**config.mk**
```make
export PLATFORM = sky130hd
export DESIGN_NAME = nhr_route_ctrl
export DESIGN_NICKNAME = d
export VERILOG_FILES = /design/src/rtl/nhr_pkg.sv /design/src/rtl/xy_route_calc.sv /design/src/rtl/nhr_route_ctrl.sv
export SDC_FILE = /design/constraint.sdc
export NUM_CORES = 1
export LEC_CHECK = 0
export CORE_ASPECT_RATIO = 0.9
export CORE_MARGIN = 5
export CORE_UTILIZATION = 37
export CTS_BUF_LIST = sky130_fd_sc_hd__clkbuf_8
export DETAILED_ROUTE_END_ITERATION = 10
export HOLD_SLACK_MARGIN = 0.08
export PLACE_DENSITY = 0.93
export SETUP_SLACK_MARGIN = 0.3
export SLEW_MARGIN = 40
export SYNTH_ARGS = -nofsm -noshare
export SYNTH_HDL_FRONTEND = slang
export SYNTH_SLANG_ARGS = --single-unit
```
**constraint.sdc**
```tcl
create_clock -name clk -period 4.8 [get_ports clk]
set_clock_uncertainty 0.05 [all_clocks]
set_input_delay 0.72 -clock clk [delete_from_list [all_inputs] [get_ports clk]]
set_output_delay 0.72 -clock clk [all_outputs]
set_load 0.005 [all_outputs]
```
**src/rtl/nhr_pkg.sv**
```systemverilog
// Shared types and constants for the next-hop route controller.
// The flit type sits in the top two bits. Destination fields sit directly below it.
package nhr_pkg;

  typedef enum logic [1:0] {
    FT_BODY   = 2'b00,
    FT_HEAD   = 2'b01,
    FT_TAIL   = 2'b10,
    FT_SINGLE = 2'b11
  } flit_type_e;

  typedef enum logic [1:0] {
    ST_IDLE = 2'b00,
    ST_LOAD = 2'b01,
    ST_FWD  = 2'b10
  } route_state_e;

  // NHR_IDLE equals the next-hop register's empty load value.
  localparam logic [2:0] PORT_N        = 3'b000;
  localparam logic [2:0] PORT_E        = 3'b001;
  localparam logic [2:0] PORT_S        = 3'b010;
  localparam logic [2:0] PORT_NHR_IDLE = 3'b011;
  localparam logic [2:0] PORT_W        = 3'b100;
  localparam logic [2:0] PORT_LOCAL    = 3'b101;

  // Offsets are counted down from the flit MSB.
  localparam int TYPE_W   = 2;
  localparam int DEST_OFS = 3;

endpackage

```
**src/rtl/xy_route_calc.sv**
```systemverilog
// Combinational XY (X-first) route function.
// It maps a destination coordinate to an output port code.
module xy_route_calc
  import nhr_pkg::*;
#(
  parameter int COORD_W = 2,
  parameter int MY_X    = 0,
  parameter int MY_Y    = 0
) (
  input  logic [COORD_W-1:0] dest_x,
  input  logic [COORD_W-1:0] dest_y,
  output logic [2:0]         port
);

  localparam logic [COORD_W-1:0] X_HERE = COORD_W'(MY_X);
  localparam logic [COORD_W-1:0] Y_HERE = COORD_W'(MY_Y);

  always_comb begin
    port = PORT_LOCAL;
    if (dest_x > X_HERE)      port = PORT_E;
    else if (dest_x < X_HERE) port = PORT_W;
    else if (dest_y > Y_HERE) port = PORT_N;
    else if (dest_y < Y_HERE) port = PORT_S;
  end

endmodule

```
**src/rtl/nhr_route_ctrl.sv**
```systemverilog
// Route computation and packet tracking for one input buffer, feeding the next-hop register.
// Handshake: a flit moves when ib_read_o=1. In FWD that requires req_o (buffer non-empty) and grant_i in the same cycle.
module nhr_route_ctrl
  import nhr_pkg::*;
#(
  parameter int FLIT_W    = 32,
  parameter int COORD_W   = 2,
  parameter int MY_X      = 0,
  parameter int MY_Y      = 0,
  parameter int MAX_FLITS = 16
) (
  input  logic              clk,
  input  logic              reset,
  input  logic              ib_empty_i,
  input  logic [FLIT_W-1:0] ib_flit_i,
  output logic              ib_read_o,
  input  logic              grant_i,
  output logic              req_o,
  output logic [2:0]        nhr_address_o,
  output logic              nhr_write_o,
  output logic              busy_o,
  output logic              err_o,
  output logic [1:0]        dbg_state_o
);

  localparam int CNT_W = (MAX_FLITS > 1) ? $clog2(MAX_FLITS) : 1;
  localparam logic [CNT_W-1:0] CNT_LAST = CNT_W'(MAX_FLITS - 1);

  route_state_e       state;
  logic [CNT_W-1:0]   flit_cnt;
  flit_type_e         front_type;
  logic [COORD_W-1:0] dest_x;
  logic [COORD_W-1:0] dest_y;
  logic [2:0]         route_port;
  logic               front_start;
  logic               idle_ready;
  logic               orphan_drop;
  logic               fwd_pop;
  logic               end_type;
  logic               pop_err;
  logic               pop_end;
  logic               unused_payload;

  assign front_type     = flit_type_e'(ib_flit_i[FLIT_W-1 -: TYPE_W]);
  assign dest_x         = ib_flit_i[FLIT_W-DEST_OFS -: COORD_W];
  assign dest_y         = ib_flit_i[FLIT_W-DEST_OFS-COORD_W -: COORD_W];
  assign unused_payload = ^ib_flit_i[FLIT_W-DEST_OFS-2*COORD_W:0];

  xy_route_calc #(
    .COORD_W (COORD_W),
    .MY_X    (MY_X),
    .MY_Y    (MY_Y)
  ) u_route (
    .dest_x (dest_x),
    .dest_y (dest_y),
    .port   (route_port)
  );

  // IDLE holds off for the cycle of the NHR_IDLE write, so back-to-back packets keep a 3-cycle gap.
  // Qualifying with reset keeps the drop path quiet while reset is held.
  always_comb begin
    front_start = !ib_empty_i && (front_type == FT_HEAD || front_type == FT_SINGLE);
    idle_ready  = (state == ST_IDLE) && !nhr_write_o && reset;
    orphan_drop = idle_ready && !ib_empty_i && !front_start;
    fwd_pop     = (state == ST_FWD) && grant_i && !ib_empty_i;
    end_type    = (front_type == FT_TAIL) || (front_type == FT_SINGLE);
    pop_err     = fwd_pop && (((front_type == FT_HEAD) && (flit_cnt != '0 || flit_cnt == CNT_LAST))
                              || ((flit_cnt == CNT_LAST) && !end_type));
    pop_end     = fwd_pop && (end_type || pop_err);
  end

  assign ib_read_o   = orphan_drop || fwd_pop;
  assign err_o       = orphan_drop || pop_err;
  assign req_o       = (state == ST_FWD) && !ib_empty_i;
  assign busy_o      = (state != ST_IDLE);
  assign dbg_state_o = state;

  always_ff @(posedge clk or negedge reset) begin
    if (!reset) begin
      state         <= ST_IDLE;
      flit_cnt      <= '0;
      nhr_address_o <= PORT_NHR_IDLE;
      nhr_write_o   <= 1'b0;
    end else begin
      nhr_write_o <= 1'b0;
      case (state)
        ST_IDLE: begin
          if (idle_ready && front_start) begin
            nhr_address_o <= route_port;
            nhr_write_o   <= 1'b1;
            state         <= ST_LOAD;
          end
        end
        ST_LOAD: begin
          flit_cnt <= '0;
          state    <= ST_FWD;
        end
        ST_FWD: begin
          if (pop_end) begin
            nhr_address_o <= PORT_NHR_IDLE;
            nhr_write_o   <= 1'b1;
            state         <= ST_IDLE;
          end else if (fwd_pop) begin
            flit_cnt <= flit_cnt + CNT_W'(1);
          end
        end
        default: state <= ST_IDLE;
      endcase
    end
  end

endmodule
```
==> results.py <==
metrics = {
    "die": {
        "die_width_um": 53.3,
        "num_rows": 14,
        "die_y_um": 48.9,
        "core_region_area_mm2": 0.00163,
        "start_util": 0.382,
        "die-area_mm2": 0.00261,
        "pin_count": 46,
    },
    "logic_synthesis": {
        "async_flop_share": 1.00,
        "synth_edf_count": 0,
        "synth.most_common_cell": "dfrtp_1",
        "ys.flop_type": "dfrtp_1",
        "yosysSeqAreaShare": 0.406,
        "synth_commonest_cells": "dfrtp_1 (8), inv_1 (5), nand3_1 (5), nand2_1 (3), nor2_1 (3)",
        "synth.distinct_cells": 34,
        "synth_fp_nets": 96,
        "syn_area_um2": 623,
        "synth_top_area_cell": "dfrtp_1",
        "yosys_warnings": 0,
        "synth.avg_cell_area_um2": 10.7,
        "ys_seq_elements": 10,
        "synth_top_area_share": 0.321,
        "synthTopCellsByArea": "dfrtp_1 (32%), dfstp_2 (8.4%), nand4bb_4 (4.4%)",
        "synth_cells": 58,
    },
    "placed_design": {
        "port-buffer-count": 19,
        "pre_cts_ws_ns": 1.62,
        "gp_congestion": 0.762,
    },
    "clocking": {
        "post_cts_buffers": 0,
        "cts_hold_buffers": 0,
        "worst_skew_pair.late_latency_ns": 0.23,
        "cts_tree": "built",
        "cts_max_level": 1,
        "cts-root-buf": "clkbuf_8",
        "cts_buffers": 3,
        "cts_repair_resize_count": 0,
        "clkTransAtPathRegs_ns": 0.04,
        "clock-sinks": 10,
        "cts_buffer_depth": 2,
    },
    "pwr": {
        "ir_worst_vdd_mv": 0.326,
        "p_leak_nw": 0.351,
        "power.density_mw_per_mm2": 478,
    },
    "global_route": {
        "grt_pass1_vias": 579,
        "use_met3": 0.0367,
        "grt_pass1_wl_um": 2540,
        "grt_overflow": 0,
        "globalRouteMet2Util": 0.198,
        "grt_usage": 0.128,
        "antenna_found_initial": 0,
        "grt_util_met1": 0.158,
        "grt_max_degree": 14,
        "grt_busiest_layer": "met2",
    },
    "worst_setup_path": {
        "r2r_start": "flit_cnt[0]",
        "start_kind": "input pin",
        "rr_worst_depth": 5,
        "ff2ff_setup_slack_ns": 3.05,
        "path_max_fanout": 9,
        "r2r_end": "flit_cnt[3]",
        "crit_slowest_cell": "clkdlybuf4s50_1",
        "path_class": "input pin to output pin",
        "critical_path.top_delay_family": "buffers and inverters",
        "critPathBufInv": 2,
        "crit_path_max_incr_delay_ns": 0.61,
        "worstPathArrival_ns": 2.37,
        "end_kind": "output pin",
        "worstPathCellList": "clkdlybuf4s50_1 > a21oi_2 > a2bb2oi_4 > o32ai_1 > clkdlybuf4s50_1",
        "crit_path_frequent_cell": "clkdlybuf4s50_1",
        "worstPathRequired_ns": 4.03,
    },
    "sta": {
        "max_slew_margin": 0.665,
        "worstMarginPinSlew_ns": 0.501,
        "fmax_mhz": 318,
        "fin_crit_ns": 3.14,
        "hold_slack_ns": 0.486,
        "finalCritPeriodShare": 0.655,
        "rsz0062_at_grt": "no",
        "hold_violations": 0,
        "tns_ns": 0,
        "drv_slew": 0,
        "setup_violations": 0,
        "setup_ws_ns": 1.66,
    },
    "routing": {
        "drt-total-wl_um": 1420,
        "wl_per_cell_um": 13.6,
        "drtIter0Drc": 5,
        "vias": 535,
        "ant_nets": 0,
        "firstDrtPassIters": 4,
        "routed_via_density": 5.14,
        "drc": 0,
    },
    "hold_path": {
        "min_to": "nhr_address_o[1]",
        "hp-class": "flop to flop",
        "hp-start": "nhr_address_o[1]",
        "min_path_cells": 1,
    },
    "cells_and_area": {
        "insertedDiodeCount": 0,
        "drive_gt1_frac": 0.175,
        "fin_nets": 119,
        "area_delta_synth_final_pct": 42.0,
    },
    "run": {
        "maxCapViolations": 0,
    },
    "outcome": {
        "status": "finished clean",
    },
}
## through the flow
step	instance area, um^2	power [mW]	util	cells
6_report	885	0.423	0.543	104
2_1_floorplan	623	0.258	-	58
4_1_cts	885	0.429	0.543	104
3_3_place_gp	840	0.332	0.515	100
5_1_grt	885	0.458	0.543	104
3_5_place_dp	840	0.341	0.515	100
## registers in the layout, summed over array words and instances (netlist names)
name           count
flit_cnt           4
dbg_state_o        2
nhr_address_o      3
nhr_write_o        1
## layout make-up
type                            instances  area [um^2]
Inverter                                6         22.5
Clock inverter                          1         3.75
Fill cell                             141          744
Timing Repair Buffer                   19          190
Clock buffer                            3         41.3
Multi-Input combinational cell         41          344
Tap cell                               24         30.0
Sequential cell                        10          253
## cells by family after synthesis
kind of cell    Yosys count  synth area share
fa+ha+maj                 2            0.0402
buf+inv                   7            0.0422
flops                    10             0.406
compound gates           15             0.241
simple gates             24             0.271
## worst reg2reg max path, delay by kind of cell (launching register included)
family	cells	cell delay, ns
adders and majority gates	1	0.25
DFF	1	0.40
AOI/OAI and AO/OA	4	0.94
## worst max path at each step
stage	from	end	slack [ns]	depth (start not counted)
after floorplan	ib_empty_i	ib_read_o	2.76	3
after global placement	ib_flit_i[30]	err_o	1.66	5
after detailed placement	ib_flit_i[30]	err_o	1.62	5
after CTS	ib_flit_i[30]	err_o	1.64	5
after global routing	reset	ib_read_o	1.54	4
final	ib_flit_i[30]	err_o	1.66	5
## power breakdown
part / switching (mW) / leakage (nW) / internal, mW
Sequential: 0.0350 / 0.128 / 0.119
Combinational: 0.0796 / 0.196 / 0.105
Clock: 0.0289 / 0.0269 / 0.0556
## routing by layer
metal / vias up / part of all wire
met4: 0 / 0.0085
met2: 8 / 0.54
met3: 2 / 0.030
met1: 265 / 0.42
met5: - / 0
li1: 260 / -
## placed cells by master (no fill, tap or decap), types with 2 or more instances in the layout
| cell | instances |
|---|---|
| inv_1 | 6 |
| a311o_1 | 2 |
| dfstp_2 | 2 |
| nand3_1 | 5 |
| clkdlybuf4s50_1 | 19 |
| clkbuf_8 | 3 |
| nand2b_1 | 2 |
| dfrtp_1 | 8 |
| nand2_1 | 3 |
| ha_1 | 2 |
| a21oi_2 | 2 |
| nor2_1 | 3 |
Note: power is estimated with default switching activity, not from simulation.
